--- config.mk ---
export PLATFORM = sky130hd
export DESIGN_NAME = mux_serializer_ctrl
export DESIGN_NICKNAME = d
export VERILOG_FILES = /design/src/rtl/mux_serializer_ctrl_pkg.sv /design/src/rtl/bit_index_counter.sv /design/src/rtl/mux_serializer_ctrl.sv
export SDC_FILE = /design/constraint.sdc
export NUM_CORES = 1
export LEC_CHECK = 0
export CORE_AREA = 2 2 39 41
export CTS_CLUSTER_SIZE = 10
export DETAILED_ROUTE_END_ITERATION = 8
export DIE_AREA = 0 0 41 43
export DONT_BUFFER_PORTS = 1
export SLEW_MARGIN = 20
export SYNTH_ARGS = -nofsm -noshare
export SYNTH_HDL_FRONTEND = slang
export SYNTH_SLANG_ARGS = --single-unit
--- constraint.sdc ---
create_clock -name clk -period 2.6 [get_ports clk]
set_clock_uncertainty 0.05 [all_clocks]
set_input_delay 0.26 -clock clk [delete_from_list [all_inputs] [get_ports clk]]
set_output_delay 0.26 -clock clk [all_outputs]
set_load 0.02 [all_outputs]
--- src/rtl/mux_serializer_ctrl_pkg.sv ---
// mux_serializer_ctrl_pkg
//   Shared definitions for the byte serializer that drives an external 8:1 mux:
//   FSM state encoding, byte and index widths, and helpers giving the first and
//   final bit index for either bit order.
package mux_serializer_ctrl_pkg;

  localparam int BYTE_W = 8;
  localparam int IDX_W  = 3;

  typedef enum logic {
    ST_IDLE  = 1'b0,
    ST_SHIFT = 1'b1
  } state_t;

  // Index of the first bit sent after a load.
  function automatic logic [IDX_W-1:0] first_idx(input bit msb_first);
    return msb_first ? 3'd7 : 3'd0;
  endfunction

  // Index of the last bit of a byte.
  function automatic logic [IDX_W-1:0] final_idx(input bit msb_first);
    return msb_first ? 3'd0 : 3'd7;
  endfunction

endpackage

--- src/rtl/bit_index_counter.sv ---
// bit_index_counter
//   3-bit bit-index register that steps up (LSB first) or down (MSB first).
//   Ports:
//     clk, rst_n  clock, asynchronous active-low reset (index clears to 0)
//     load        restart at the first index for the configured bit order
//     adv         step one index toward the final index
//     idx         current index (drives the mux select)
//     is_final    idx is the final index of the byte
//   The caller never asserts adv at the final index, so the index never wraps.
module bit_index_counter
  import mux_serializer_ctrl_pkg::*;
#(
  parameter bit MSB_FIRST = 1'b0
) (
  input  logic             clk,
  input  logic             rst_n,
  input  logic             load,
  input  logic             adv,
  output logic [IDX_W-1:0] idx,
  output logic             is_final
);

  always_ff @(posedge clk or negedge rst_n) begin
    if (!rst_n) begin
      idx <= '0;
    end else if (load) begin
      idx <= first_idx(MSB_FIRST);
    end else if (adv) begin
      idx <= MSB_FIRST ? idx - 3'd1 : idx + 3'd1;
    end
  end

  assign is_final = (idx == final_idx(MSB_FIRST));

endmodule

--- src/rtl/mux_serializer_ctrl.sv ---
// mux_serializer_ctrl
//   Serializes a byte through an external 8:1 mux: the byte is presented on
//   mux_in, the bit index on mux_sel, and the mux result mux_out is sampled
//   into ser_bit one index per unstalled cycle.
//   Ports:
//     clk, rst_n            clock, asynchronous active-low reset
//     load_data/valid/ready byte handshake; a transfer happens when valid & ready
//     stall                 hold the current index and skip the sample
//     mux_in, mux_sel       registered byte and bit index for the external mux
//     mux_out               external mux result for the current mux_sel
//     ser_bit/valid/last    registered sample, its qualifier, last-bit flag
//     busy                  a byte is being shifted out
//   Parameter MSB_FIRST: 0 sends index 0..7, 1 sends index 7..0.
module mux_serializer_ctrl
  import mux_serializer_ctrl_pkg::*;
#(
  parameter bit MSB_FIRST = 1'b0
) (
  input  logic              clk,
  input  logic              rst_n,
  input  logic [BYTE_W-1:0] load_data,
  input  logic              load_valid,
  output logic              load_ready,
  input  logic              stall,
  output logic [BYTE_W-1:0] mux_in,
  output logic [IDX_W-1:0]  mux_sel,
  input  logic              mux_out,
  output logic              ser_bit,
  output logic              ser_valid,
  output logic              ser_last,
  output logic              busy
);

  state_t state;
  logic   at_final;
  logic   sample;
  logic   transfer;
  logic   adv;

  // A sample is taken on every unstalled edge while shifting.
  assign sample   = (state == ST_SHIFT) && !stall;

  // Ready in IDLE, or on the final sample so the next byte follows with no gap.
  // Gated by rst_n so ready reads low while reset is held.
  assign load_ready = rst_n && ((state == ST_IDLE) || (at_final && sample));
  assign transfer   = load_valid && load_ready;

  // The final index is left only by a reload or a return to IDLE.
  assign adv = sample && !at_final;

  bit_index_counter #(
    .MSB_FIRST (MSB_FIRST)
  ) u_idx (
    .clk      (clk),
    .rst_n    (rst_n),
    .load     (transfer),
    .adv      (adv),
    .idx      (mux_sel),
    .is_final (at_final)
  );

  always_ff @(posedge clk or negedge rst_n) begin
    if (!rst_n) begin
      state     <= ST_IDLE;
      mux_in    <= '0;
      ser_bit   <= 1'b0;
      ser_valid <= 1'b0;
      ser_last  <= 1'b0;
    end else begin
      ser_valid <= sample;
      ser_last  <= sample && at_final;
      if (sample) begin
        ser_bit <= mux_out;
      end
      if (transfer) begin
        mux_in <= load_data;
      end
      if (transfer) begin
        state <= ST_SHIFT;
      end else if (sample && at_final) begin
        state <= ST_IDLE;
      end
    end
  end

  assign busy = (state == ST_SHIFT);

endmodule

======== Yosys cells after proc, flatten, opt, wreduce, memory -nomap -nowiden ========
Cells that the tools add are included.
storage, ports and cells
  register bits ........................... 15
  input bits .............................. 13
  output and inout bits ................... 16
  word-level logic and storage cells ...... 23
operators by class
  $add $sub $neg .......................... 1
  eq/ne operators ......................... 1
  muxes and demuxes ....................... 4
  bitwise logic cells ..................... 1
  reduce and logical (&&, ||, !) cells .... 10
operator list
  cell                                          number
  two-way mux 3 bit                             2
  logical AND 1 bit                             5
  nonzero test 2 bit                            2
  adder 3 x 1 -> 3 bit (second input constant)  1
  == test 3 bit (second input constant)         1
  zero test 1 bit                               2
  two-way mux 1 bit                             2
  logical OR 1 bit                              1
  NOT 1 bit                                     1

======== Logic depth before layout (Yosys ltp) ========
Gate-level depths: netlist (run 1).
  depth in word-level cells ............... 7
  depth in mapped cells ................... 6
  depth with buffers taken out ............ 5

======== Modules after synthesis ========
From an unflattened synthesis (run 1), not the netlist that was laid out.
second synthesis, totals
  cell total of the unflattened synthesis .. 42
  area, all modules ....................... 610.6 sq um
by module, submodules not included
  module               times used  cells each  area each (sq um)  sequential area each (sq um)
  mux_serializer_ctrl  1           31          470.5              300.3
  bit_index_counter    1           11          140.1              75.1

======== Worst setup path before layout (run 1) ========
No wires, ideal clock.
  path kind ............................... reg2reg
  start point ............................. register u_idx.idx[0]
  end point ............................... register mux_in[0]
  library setup time ...................... 125 ps
  arrival ................................. 1556 ps
  required time ........................... 2425 ps
  setup slack ............................. 869 ps
  cell stages (with the launch flop) ...... 7
  buffers on the path ..................... 1
  period minus slack after synthesis ...... 1731 ps
  cell sequence ........................... dfrtp_1 -> ha_1 -> ha_1 -> nand2b_4 -> a21oi_4 -> buf_6 -> mux2_4
on the way
  word-level cells in the longest chain between the ends .. 5
ends and longest elaborated chain
  element                   line                       text
  start: declaration        bit_index_counter.sv:19    output logic [IDX_W-1:0] idx,
  start signal: assignment  bit_index_counter.sv:27    idx <= first_idx(MSB_FIRST);
  start signal: assignment  bit_index_counter.sv:29    idx <= MSB_FIRST ? idx - 3'd1 : idx + 3'd1;
  == test 3 bit             bit_index_counter.sv:33    assign is_final = (idx == final_idx(MSB_FIRST));
  logical AND 1 bit         mux_serializer_ctrl.sv:45  assign load_ready = rst_n && ((state == ST_IDLE) || (at_final && sample));
  logical OR 1 bit          mux_serializer_ctrl.sv:45
  logical AND 1 bit         mux_serializer_ctrl.sv:45
  logical AND 1 bit         mux_serializer_ctrl.sv:46  assign transfer = load_valid && load_ready;
  end signal: assignment    mux_serializer_ctrl.sv:76  mux_in <= load_data;
  end: declaration          mux_serializer_ctrl.sv:25  output logic [BYTE_W-1:0] mux_in,
Every way passes these cells.
A chain may end at the register's enable or synchronous reset.

======== Worst setup path in the final report (run 1) ========
  start point ............................. register u_idx.idx[0]
  end point ............................... output port load_ready
on the way
  word-level cells in the longest chain between the ends .. 4
ends and longest elaborated chain
  element            line                       text
  == test 3 bit      bit_index_counter.sv:33
  logical AND 1 bit  mux_serializer_ctrl.sv:45
  logical OR 1 bit   mux_serializer_ctrl.sv:45
  logical AND 1 bit  mux_serializer_ctrl.sv:45
  end: declaration   mux_serializer_ctrl.sv:23  output logic load_ready,
Every way passes these cells.

==> summary.md, run 1 <==
| Metric | Value |
|---|---|
| Result of the run | `finished clean` |
| Multi-input logic area | `270 µm²` |
| Flop-to-flop setup slack | `0.63 ns` |
| Worst-Skew Late Latency | `0.27 ns` |
| H-tree depth | `1` |
| Tmin final | `between 1.5 and 2 ns` |
| Clock root buffer | `clkbuf_4` |
| First-pass GRT wire length | `1660 µm` |
| CTS Buffer Depth | `2` |
| Yosys reg bits | `15` |
| Critical path class | `reg -> out` |
| CTS tree | `built` |
| Share of post-route cells with drive strength above 1 | `34.8%` |
| Setup-failing EPs final | `0` |
| YS warnings | `0` |
| Setup TNS | `0 ns` |
| Period Utilization, post-route | `76.0%` |
| Number of DRC markers in iteration 0 | `0` |
| Die Width | `41 µm` |
| Largest area contributor in the netlist | `dfrtp_1` |
| Final hold slack | `0.0657 ns` |
| Total Nets Final | `62` |
| Residual DRC | `0` |
| Antenna cell count | `0` |
| Final ANT Viol Nets | `0` |
| Total I/O pin count | `29` |
| Gpl congestion | `around 0.5` |
| Pleak | `0.324 nW` |
| RSZ-0062 raised after global routing | `false` |
| Setup Buffers After CTS | `0` |
| Sink Count | `15` |
| PortBufs | `0` |
| Syn nets | `57` |
| Setup crit start kind | `register` |
| Initial core utilization | `47.5%` |
| Worst r2r dst | `mux_in[5]` |
| DR WL/cell | `~17 µm` |
| Post-synthesis sequential area ratio | `57.1%` |
| Worst setup path end | `load_ready` |
| Filler Cell Count | `132` |
| Final Hold Fails | `0` |
| Vias in the first global route | `a little under 400` |
| Max Slew Vio Count | `0` |
| Slew headroom | `a little under three fifths` |
| Num CTS Buffers | `3` |
| Synth top area share | `57.1%` |
| CP required | `2.29 ns` |
| Total length of routed wires | `~1100 µm` |
| Largest net degree at the start of global routing | `16` |
| Unique masters post-synth | `16` |
| Critical Path AT | `1.66 ns` |
| CTS clk-pin slew, worst paths | `0.08 ns` |
| Cells after synthesis | `42` |
| Crit path cell chain | `ha_1 > ha_1 > nand2b_4 > nand2_1 > and2_1` |
| CP max FO | `3` |
| Max frequency | `slightly above 500 MHz` |
| Most frequent CP cell | `ha_1` |
| Area grow syn2layout | `6.86%` |
| DIE AREA | `1760 µm²` |
| Total Routing Usage GR | `14.7%` |
| Die height | `between 40 and 50 µm` |
| Worst Max-Slew Pin Slew | `roughly 0.67 ns` |
| DRT Pass-1 Iters | `1` |
| Row count | `14` |
| MaxCap Viol Count | `0` |
| Avg Inst Size Synth | `15.6 µm²` |
| CP endpoint kind | `primary output` |
| Core area | `about 1400 µm²` |
| Cell Pwr Density | `1320 nW/µm²` |
| CP startpoint | `u_idx.idx[0]` |
| Register area | `375 µm²` |
| Worst path max stage delay | `0.48 ns` |
| Total grt overflow | `0` |
| Hold Path Class | `in -> reg` |
| Area contributors post-synth | `dfrtp_1 (57%), mux2_4 (16%), ha_1 (3.8%), mux2i_1 (3.0%), a21oi_4 (2.5%)` |
| Reg-to-Reg Start | `u_idx.idx[0]` |
| Worst Hold Launch | `mux_out` |
| Synth Cell Area | `657 µm²` |
| Vias | `about 340` |
| Cells on worst reg2reg path | `5` |
| Worst vdd ir | `between 500 and 600 µV` |
| Initial antenna violation count | `0` |
| CP max-delay cell | `dfrtp_1` |
| Mean number of vias per cell | `5.44` |
==> cell families (layout without fill, tap and decap cells) <==
group | count (synthesis) | after routing | share of synthesized area [%]
AO/OA/AOI/OAI | 1 | 1 | 2.48
XOR/XNOR | 1 | 1 | 1.33
adder cells (fa/ha/maj) | 2 | 2 | 3.81
buffers and inverters | 1 | 5 | 1.71
flip-flops | 15 | 15 | 57.1
multiplexers | 11 | 11 | 22.5
AND/OR/NAND/NOR | 11 | 11 | 11.0
==> metal layers <==
layer	wire length, µm	part of all wire [%]	vias up	GRT usage, %
met4	0	0	0	8.00
met2	543	52	22	22.2
met5	0	0	-	0
li1	-	-	150	-
met1	400	38	165	17.3
met3	110	10	0	5.24
==> synth_stat cells, drive strengths merged <==
cell type / number
a21oi: 1
mux2: 9
nand2: 3
nor2: 3
nor3b: 1
ha: 2
and2: 2
dfrtp: 15
buf: 1
mux2i: 2
xnor2: 1
and2b: 1
nand2b: 1
==> layout make-up <==
| type | instances | share of cell area, % |
|---|---|---|
| sequential | 15 | 53.5 |
| multi-input combinational | 26 | 38.5 |
| clock buffer | 4 | 3.74 |
| tap | 16 | 2.85 |
| timing repair buffer | 1 | 1.43 |
==> worst min-delay path by stage <==
| stage | to | depth (start not counted) |
|---|---|---|
| after floorplan | busy | 0 |
| final | ser_bit | 1 |
| after global routing | ser_bit | 1 |
| after detailed placement | ser_valid | 0 |
| after global placement | ser_last | 0 |
| after CTS | ser_bit | 1 |
==> what timing repair did <==
item,4_1_cts,5_1_grt
hold endpoints to repair,15,0
hold buffers,1,0
gates resized for setup,0,0
==> stage by stage <==
step	utilization [%]	instances	setup slack, ns	power [mW]	instance area (µm²)
CTS	50.7	62	0.608	0.936	702
finish	50.7	62	0.625	0.923	702
global placement	48.1	57	0.675	0.782	666
detailed placement	48.1	57	0.623	0.799	666
floorplan	-	42	0.869	0.751	657
global route	50.7	62	0.535	0.991	702
==> placed cells by master (no fill, tap or decap) <==
master | synthesis | final
clkbuf_1 | 0 | 1
mux2_1 | 1 | 1
mux2_4 | 7 | 7
and2_1 | 2 | 2
nor2_2 | 1 | 1
dlygate4sd3_1 | 0 | 1
xnor2_1 | 1 | 1
clkbuf_4 | 0 | 3
nor3b_2 | 1 | 1
mux2_2 | 1 | 1
a21oi_4 | 1 | 1
mux2i_1 | 2 | 2
nand2_1 | 3 | 3
dfrtp_1 | 15 | 15
nor2_1 | 2 | 2
ha_1 | 2 | 2
and2b_2 | 1 | 1
nand2b_4 | 1 | 1
==> critical path: cells and delay by family (launching register included) <==
kind	cells	cell delay (ns)
flops	1	0.48
simple gates	3	0.42
fa+ha+maj	2	0.48
==> power breakdown <==
part           leakage (nW)  internal, mW  switching [mW]
logic                 0.129         0.149          0.0969
registers             0.180         0.336           0.213
clock network        0.0150        0.0594          0.0692
==> sequential cells by signal, summed over array words and instances (netlist names) <==
signal,count
busy,1
ser_bit,1
u_idx.idx,3
ser_valid,1
mux_in,8
ser_last,1
Power figures use the tool's default switching activity.
==> run 2: changes to the inputs <==
==> constraint.sdc (replaced) <==
create_clock -name clk -period 1.98 [get_ports clk]
set_clock_uncertainty 0.05 [all_clocks]
set_input_delay 0.198 -clock clk [delete_from_list [all_inputs] [get_ports clk]]
set_output_delay 0.198 -clock clk [all_outputs]
set_load 0.02 [all_outputs]
==> run 2 against run 1 <==
Compared with the run above:
- utilization increased by 3.6 points
- first-iteration DRC count unchanged
- clock power increased by 29%
- via count increased by 6.8%
- power increased by 35%
- critical endpoint unchanged
- worst hold slack got worse by 0.048 ns
- sequential share of layout area decreased by 3.6 points
- clock-buffer cell count unchanged
==> summary.md, run 2 (synthesis gave the netlist of run 1 again) <==
| Metric | Value |
|---|---|
| Residual DRC | `0 (unchanged)` |
| Antenna cell count | `0 (unchanged)` |
| Share of post-route cells with drive strength above 1 | `38.5% (+3.7 points)` |
| Largest net degree at the start of global routing | `16 (unchanged)` |
| Result of the run | `finished clean` |
| CP required | `1.73 ns (-0.56 ns)` |
| Worst-Skew Late Latency | `0.27 ns (about the same)` |
| Total I/O pin count | `29 (unchanged)` |
| Vias | `360 (+6.8%)` |
| Final hold slack | `0.0180 ns (-0.0477 ns)` |
| Critical Path AT | `1.52 ns (-0.14 ns)` |
| Filler Cell Count | `121 (-8.3%)` |
| Area grow syn2layout | `14.5%` |
| MaxCap Viol Count | `0 (unchanged)` |
| Setup crit start kind | `register` |
| Worst path max stage delay | `0.39 ns (-0.09 ns)` |
| Setup-failing EPs final | `0 (unchanged)` |
| Post-CTS Hold Fix Bufs | `2 (+1)` |
| Reg-to-Reg Start | `u_idx.idx[2]` |
| Cell Pwr Density | `1660 nW/µm² (+26%)` |
| Pleak | `0.352 nW (+8.9%)` |
| Period Utilization, post-route | `89.0%` |
| Tmin final | `between 1.5 and 2 ns` |
| Most frequent cells in the layout | `dfrtp_1 (15), mux2_4 (7), buf_4 (4)` |
| First-pass GRT wire length | `1730 µm (+4.2%)` |
| Num CTS Buffers | `3 (unchanged)` |
| Max reg flops | `8 (unchanged)` |
| Largest reg by FF count | `mux_in` |
| Number of DRC markers in iteration 0 | `0 (unchanged)` |
| Total grt overflow | `0 (unchanged)` |
| H-tree depth | `1 (unchanged)` |
| Clock root buffer | `clkbuf_4` |
| CTS tree | `built` |
| CP max FO | `3 (unchanged)` |
| Worst Hold Launch | `load_data[1]` |
| Total length of routed wires | `1040 µm (-1.4%)` |
| Total Routing Usage GR | `14.6% (-0.043 points)` |
| Initial core utilization | `47.5% (unchanged)` |
| Worst Max-Slew Pin Slew | `0.654 ns (-0.0122 ns)` |
| Vias in the first global route | `417 (+7.2%)` |
| Worst vdd ir | `839 µV (+49%)` |
| DR WL/cell | `15.3 µm (-10%)` |
| Critical path class | `reg -> out` |
| DIE AREA | `1760 µm² (unchanged)` |
| Max frequency | `567 MHz` |
| CP endpoint kind | `primary output` |
| Hold Path Class | `in -> reg` |
| Core area | `1380 µm² (unchanged)` |
| Total Nets Final | `68 (+9.7%)` |
| Hpwl dp | `798 µm` |
| Commonest non-fill, non-tap cell in the layout | `dfrtp_1` |
| CP startpoint | `u_idx.idx[0]` |
| Pre-CTS setup slack | `0.306 ns (-0.316 ns)` |
| Row count | `14 (unchanged)` |
| Largest delay share family, worst path | `adder cells` |
| PostCTS Resize Cnt | `0 (unchanged)` |
| Final ANT Viol Nets | `0 (unchanged)` |
| Die height | `43 µm (unchanged)` |
| Slew headroom | `56.3% (+0.82 points)` |
| Setup ws final | `0.217 ns (-0.408 ns)` |
| PortBufs | `0 (unchanged)` |
| Setup TNS | `0 ns (unchanged)` |
| Largest regs | `mux_in x8, u_idx.idx x3` |
| DRT Pass-1 Iters | `1 (unchanged)` |
| Sink Count | `15 (unchanged)` |
| Die Width | `41 µm (unchanged)` |
| Final Hold Fails | `0 (unchanged)` |
| RSZ-0062 raised after global routing | `false` |
| Crit path cell chain | `ha_1 > ha_1 > nand2b_4 > nand2_1 > and2_1` |
| CP max-delay cell | `dfrtp_1` |
| Setup Buffers After CTS | `0 (unchanged)` |
| Buffers and inverters on the worst path | `0 (unchanged)` |
| CTS Buffer Depth | `2 (unchanged)` |
| Gpl congestion | `0.520 (+1.6%)` |
| Max Slew Vio Count | `0 (unchanged)` |
| Mean number of vias per cell | `5.29 (-2.6%)` |
| Most frequent CP cell | `ha_1` |
| Initial antenna violation count | `0 (unchanged)` |
| CTS clk-pin slew, worst paths | `0.08 ns (about the same)` |
==> run 2: cell types whose count changed in the layout (fill, tap and decap cells not counted), sizes merged <==
cell         before  now
buf               0    4
dlygate4sd3       1    3
==> run 2: area by class of cell <==
class / instances / area, µm² / area share [%]
sequential: 15 / 375 / 49.9
multi-input combinational: 26 / 270 / 35.9
timing repair buffer: 7 / 60.1 / 7.99
clock buffer: 4 / 26.3 / 3.49
tap: 16 / 20.0 / 2.66
==> run 2: final timing paths <==
path	slack [ns]	depth (start not counted)	endpoint
max reg2reg	0.31	5	mux_in[2]
min in group asynchronous	0.34	1	u_idx.idx[0]
min reg2reg	0.59	3	u_idx.idx[1]
min	0.02	1	mux_in[1]
max	0.22	5	load_ready
max in group asynchronous	1.12	1	mux_in[0]
==> run 2: per-stage QoR <==
step	cells	instance area (µm²)	utilization [%]	total power, mW
floorplan	42	657	-	0.986
CTS	67	742	53.6	1.27
global route	68	752	54.3	1.34
detailed placement	61	696	50.3	1.09
global placement	61	696	50.3	1.07
finish	68	752	54.3	1.25
==> run 2: per-layer routing <==
| metal | vias to the layer above | track usage [%] | wire (µm) |
|---|---|---|---|
| met5 | - | 0 | 0 |
| met1 | 179 | 19.3 | 390 |
| li1 | 161 | - | - |
| met3 | 0 | 4.71 | 105 |
| met4 | 0 | 4.00 | 0 |
| met2 | 20 | 22.5 | 543 |
==> run 2: power by group <==
part / internal, mW / switching (mW) / total (mW)
logic: 0.233 / 0.171 / 0.404
registers: 0.441 / 0.239 / 0.681
clock network: 0.0779 / 0.0876 / 0.166
total: 0.752 / 0.498 / 1.25
==> run 3: changes to the inputs <==
==> constraint.sdc (replaced) <==
create_clock -name clk -period 1.7 [get_ports clk]
set_clock_uncertainty 0.05 [all_clocks]
set_input_delay 0.17 -clock clk [delete_from_list [all_inputs] [get_ports clk]]
set_output_delay 0.17 -clock clk [all_outputs]
set_load 0.02 [all_outputs]
==> run 3 against run 2 <==
Compared with the run above:
- clock power is 23% higher
- sequential cell count stayed put
- critical path depth stayed put
- sequential share of layout area is 6.1 points lower
- final cell count is 12% higher
- critical path type unchanged
- largest cell class unchanged
==> summary.md, run 3 (synthesis gave the netlist of run 1 again) <==
| Metric | Value |
|---|---|
| Layer with the highest usage | `met2` |
| Worst Hold Launch | `rst_n` |
| Worst r2r dst | `mux_in[4]` |
| Max reg flops | `8 (unchanged)` |
| Reg power frac | `51.0% (-3.4 points)` |
| Worst-Skew Late Latency | `0.28 ns (about the same)` |
| Filler Cell Count | `124 (+2.5%)` |
| Global Route met1 Usage | `18.1% (-1.2 points)` |
| Max Slew Vio Count | `0 (unchanged)` |
| Period Utilization, post-route | `between 90% and 100%` |
| Setup crit start kind | `register` |
| Clock root buffer | `clkbuf_4` |
| Row count | `14 (unchanged)` |
| Vias | `407 (+13%)` |
| Worst Hold Depth | `2 (+1)` |
| Reg-to-Reg Start | `u_idx.idx[1]` |
| Setup-failing EPs final | `0 (unchanged)` |
| Hold Path Class | `in -> reg` |
| Number of DRC markers in iteration 0 | `1 (+1)` |
| CP startpoint | `u_idx.idx[0]` |
| CTS tree | `built` |
| Final ANT Viol Nets | `0 (unchanged)` |
| CTS clk-pin slew, worst paths | `0.10 ns (+0.02 ns)` |
| Total grt overflow | `0 (unchanged)` |
| Initial antenna violation count | `0 (unchanged)` |
| Worst Max-Slew Pin Slew | `0.642 ns (-0.0119 ns)` |
| Largest reg by FF count | `mux_in` |
| Internal Power | `0.932 mW (+24%)` |
| Sw frac | `40.0% (+0.16 points)` |
| DRT Pass-1 Iters | `2 (+1)` |
| PortBufs | `0 (unchanged)` |
| Met3 GRT Util | `4.19% (-0.52 points)` |
| Met2 GRT Util | `26.9% (+4.4 points)` |
| Vias in the first global route | `446 (+7.0%)` |
| Total Routing Usage GR | `16.9% (+2.2 points)` |
| Mean number of vias per cell | `5.36 (+1.2%)` |
| Antenna cell count | `0 (unchanged)` |
| Setup TNS | `0 ns (unchanged)` |
| Clock power frac | `13.2% (about the same)` |
| Initial core utilization | `47.5% (unchanged)` |
| Design Area, Final | `863 µm² (+15%)` |
| Total I/O pin count | `29 (unchanged)` |
| Area grow syn2layout | `31.4%` |
| First-pass GRT wire length | `1900 µm (+10%)` |
| Most frequent cells in the layout | `dfrtp_1 (13), dlygate4sd3_1 (10), mux2_4 (7), buf_4 (4)` |
| Pleak | `0.389 nW (+10%)` |
| CTS Buffer Depth | `2 (unchanged)` |
| Result of the run | `finished clean` |
| RSZ-0062 raised after global routing | `false` |
| Psw | `0.621 mW (+25%)` |
| Comb power frac | `35.9% (+3.6 points)` |
| Critical Path AT | `1.39 ns (-0.13 ns)` |
| Commonest non-fill, non-tap cell in the layout | `dfrtp_1` |
| Sink Count | `15 (unchanged)` |
| DR WL/cell | `15.1 µm (-1.5%)` |
| Cells on worst reg2reg path | `6 (+1)` |
| DIE AREA | `1760 µm² (unchanged)` |
| Residual DRC | `0 (unchanged)` |
| Flop-to-flop setup slack | `0.13 ns (-0.18 ns)` |
| Hpwl dp | `840 µm (+5.3%)` |
| Hold EP | `busy` |
| Total length of routed wires | `1140 µm (+10%)` |
| Cell Pwr Density | `1800 nW/µm² (+8.3%)` |
| Share of post-route cells with drive strength above 1 | `45.0% (+6.5 points)` |
| CP max FO | `3 (unchanged)` |
| Worst vdd ir | `779 µV (-7.1%)` |
| Setup Buffers After CTS | `0 (unchanged)` |
| CP endpoint kind | `primary output` |
| Final Hold Fails | `0 (unchanged)` |
| Largest net degree at the start of global routing | `16 (unchanged)` |
| MaxCap Viol Count | `0 (unchanged)` |
| CP required | `1.48 ns (-0.25 ns)` |
| Die height | `43 µm (unchanged)` |
| H-tree depth | `1 (unchanged)` |
| Total Nets Final | `76 (+12%)` |
| Max frequency | `622 MHz` |
| Tmin final | `1.61 ns` |
| Core area | `1380 µm² (unchanged)` |
| Area after DPL | `718 µm² (+3.2%)` |
| Die Width | `41 µm (unchanged)` |
| Slew headroom | `57.1% (+0.79 points)` |
| Critical path class | `reg -> out` |
| Num CTS Buffers | `3 (unchanged)` |
| Gpl congestion | `0.593 (+14%)` |
| Largest regs | `mux_in x8, u_idx.idx x3` |
## run 3: cell types whose count changed in the layout (fill, tap and decap cells not counted), moves of 2 or more
| cell | delta |
|---|---|
| dfrtp_1 | -2 |
| dfrtp_2 | +2 |
| dlygate4sd3_1 | +7 |
| ha_1 | -2 |
## run 3: per-layer routing
layer	vias up	wire length, µm
met4	0	12
met5	-	0
li1	178	-
met3	2	103
met2	20	632
met1	207	396
## run 3: final cells by class
type	instances	area, µm²	share of cell area, %
clock buffers	3	22.5	2.61
clock inverters	1	5.00	0.580
multi-input cells	26	288	33.3
flip-flops and latches	15	378	43.8
well taps	16	20.0	2.32
repair buffers	15	150	17.4
## run 3: worst max path at each step
stage | depth (start not counted) | slack, ns | endpoint
after CTS | 5 | 0.007 | load_ready
after detailed placement | 6 | 0.06 | mux_in[0]
final | 5 | 0.09 | load_ready
after global placement | 6 | 0.10 | mux_in[4]
after floorplan | 6 | 0.04 | mux_in[0]
after global routing | 5 | 0.02 | load_ready
## run 3: worst max-delay path, cell delays in order, from the launching register on
cell and delay [ns]:
dfrtp_2 0.41, ha_2 0.20, ha_4 0.17, nand2b_4 0.08
nand2_1 0.07, and2_4 0.18
## run 3: through the flow
stage / cells / utilization [%] / hold slack (ns) / power (mW) / setup WS [ns]
floorplan: 42 / - / -0.176 / 1.15 / 0.0379
global placement: 62 / 51.9 / -0.175 / 1.28 / 0.101
detailed placement: 62 / 51.9 / -0.175 / 1.31 / 0.0630
CTS: 76 / 61.5 / 0.0287 / 1.55 / 0.00709
global route: 76 / 62.4 / 0.0445 / 1.66 / 0.0241
finish: 76 / 62.4 / 0.0264 / 1.55 / 0.0930
## run 3: timing repair
action / 4_1_cts / 5_1_grt
gates cloned: 0 / 0
setup endpoints to repair: 1 / 1
endpoints found under the hold margin: 24 / 0
pin swaps: 0 / 1
resized for setup: 3 / 2
hold buffers: 10 / 0
## run 3: power groups by stage
stage / Sequential [mW] / Clock [mW] / Combinational, mW
2_1_floorplan: 0.816 / 0 / 0.338
3_3_place_gp: 0.787 / 0 / 0.490
3_5_place_dp: 0.794 / 0 / 0.511
4_1_cts: 0.790 / 0.211 / 0.547
5_1_grt: 0.814 / 0.231 / 0.613
6_report: 0.792 / 0.205 / 0.557
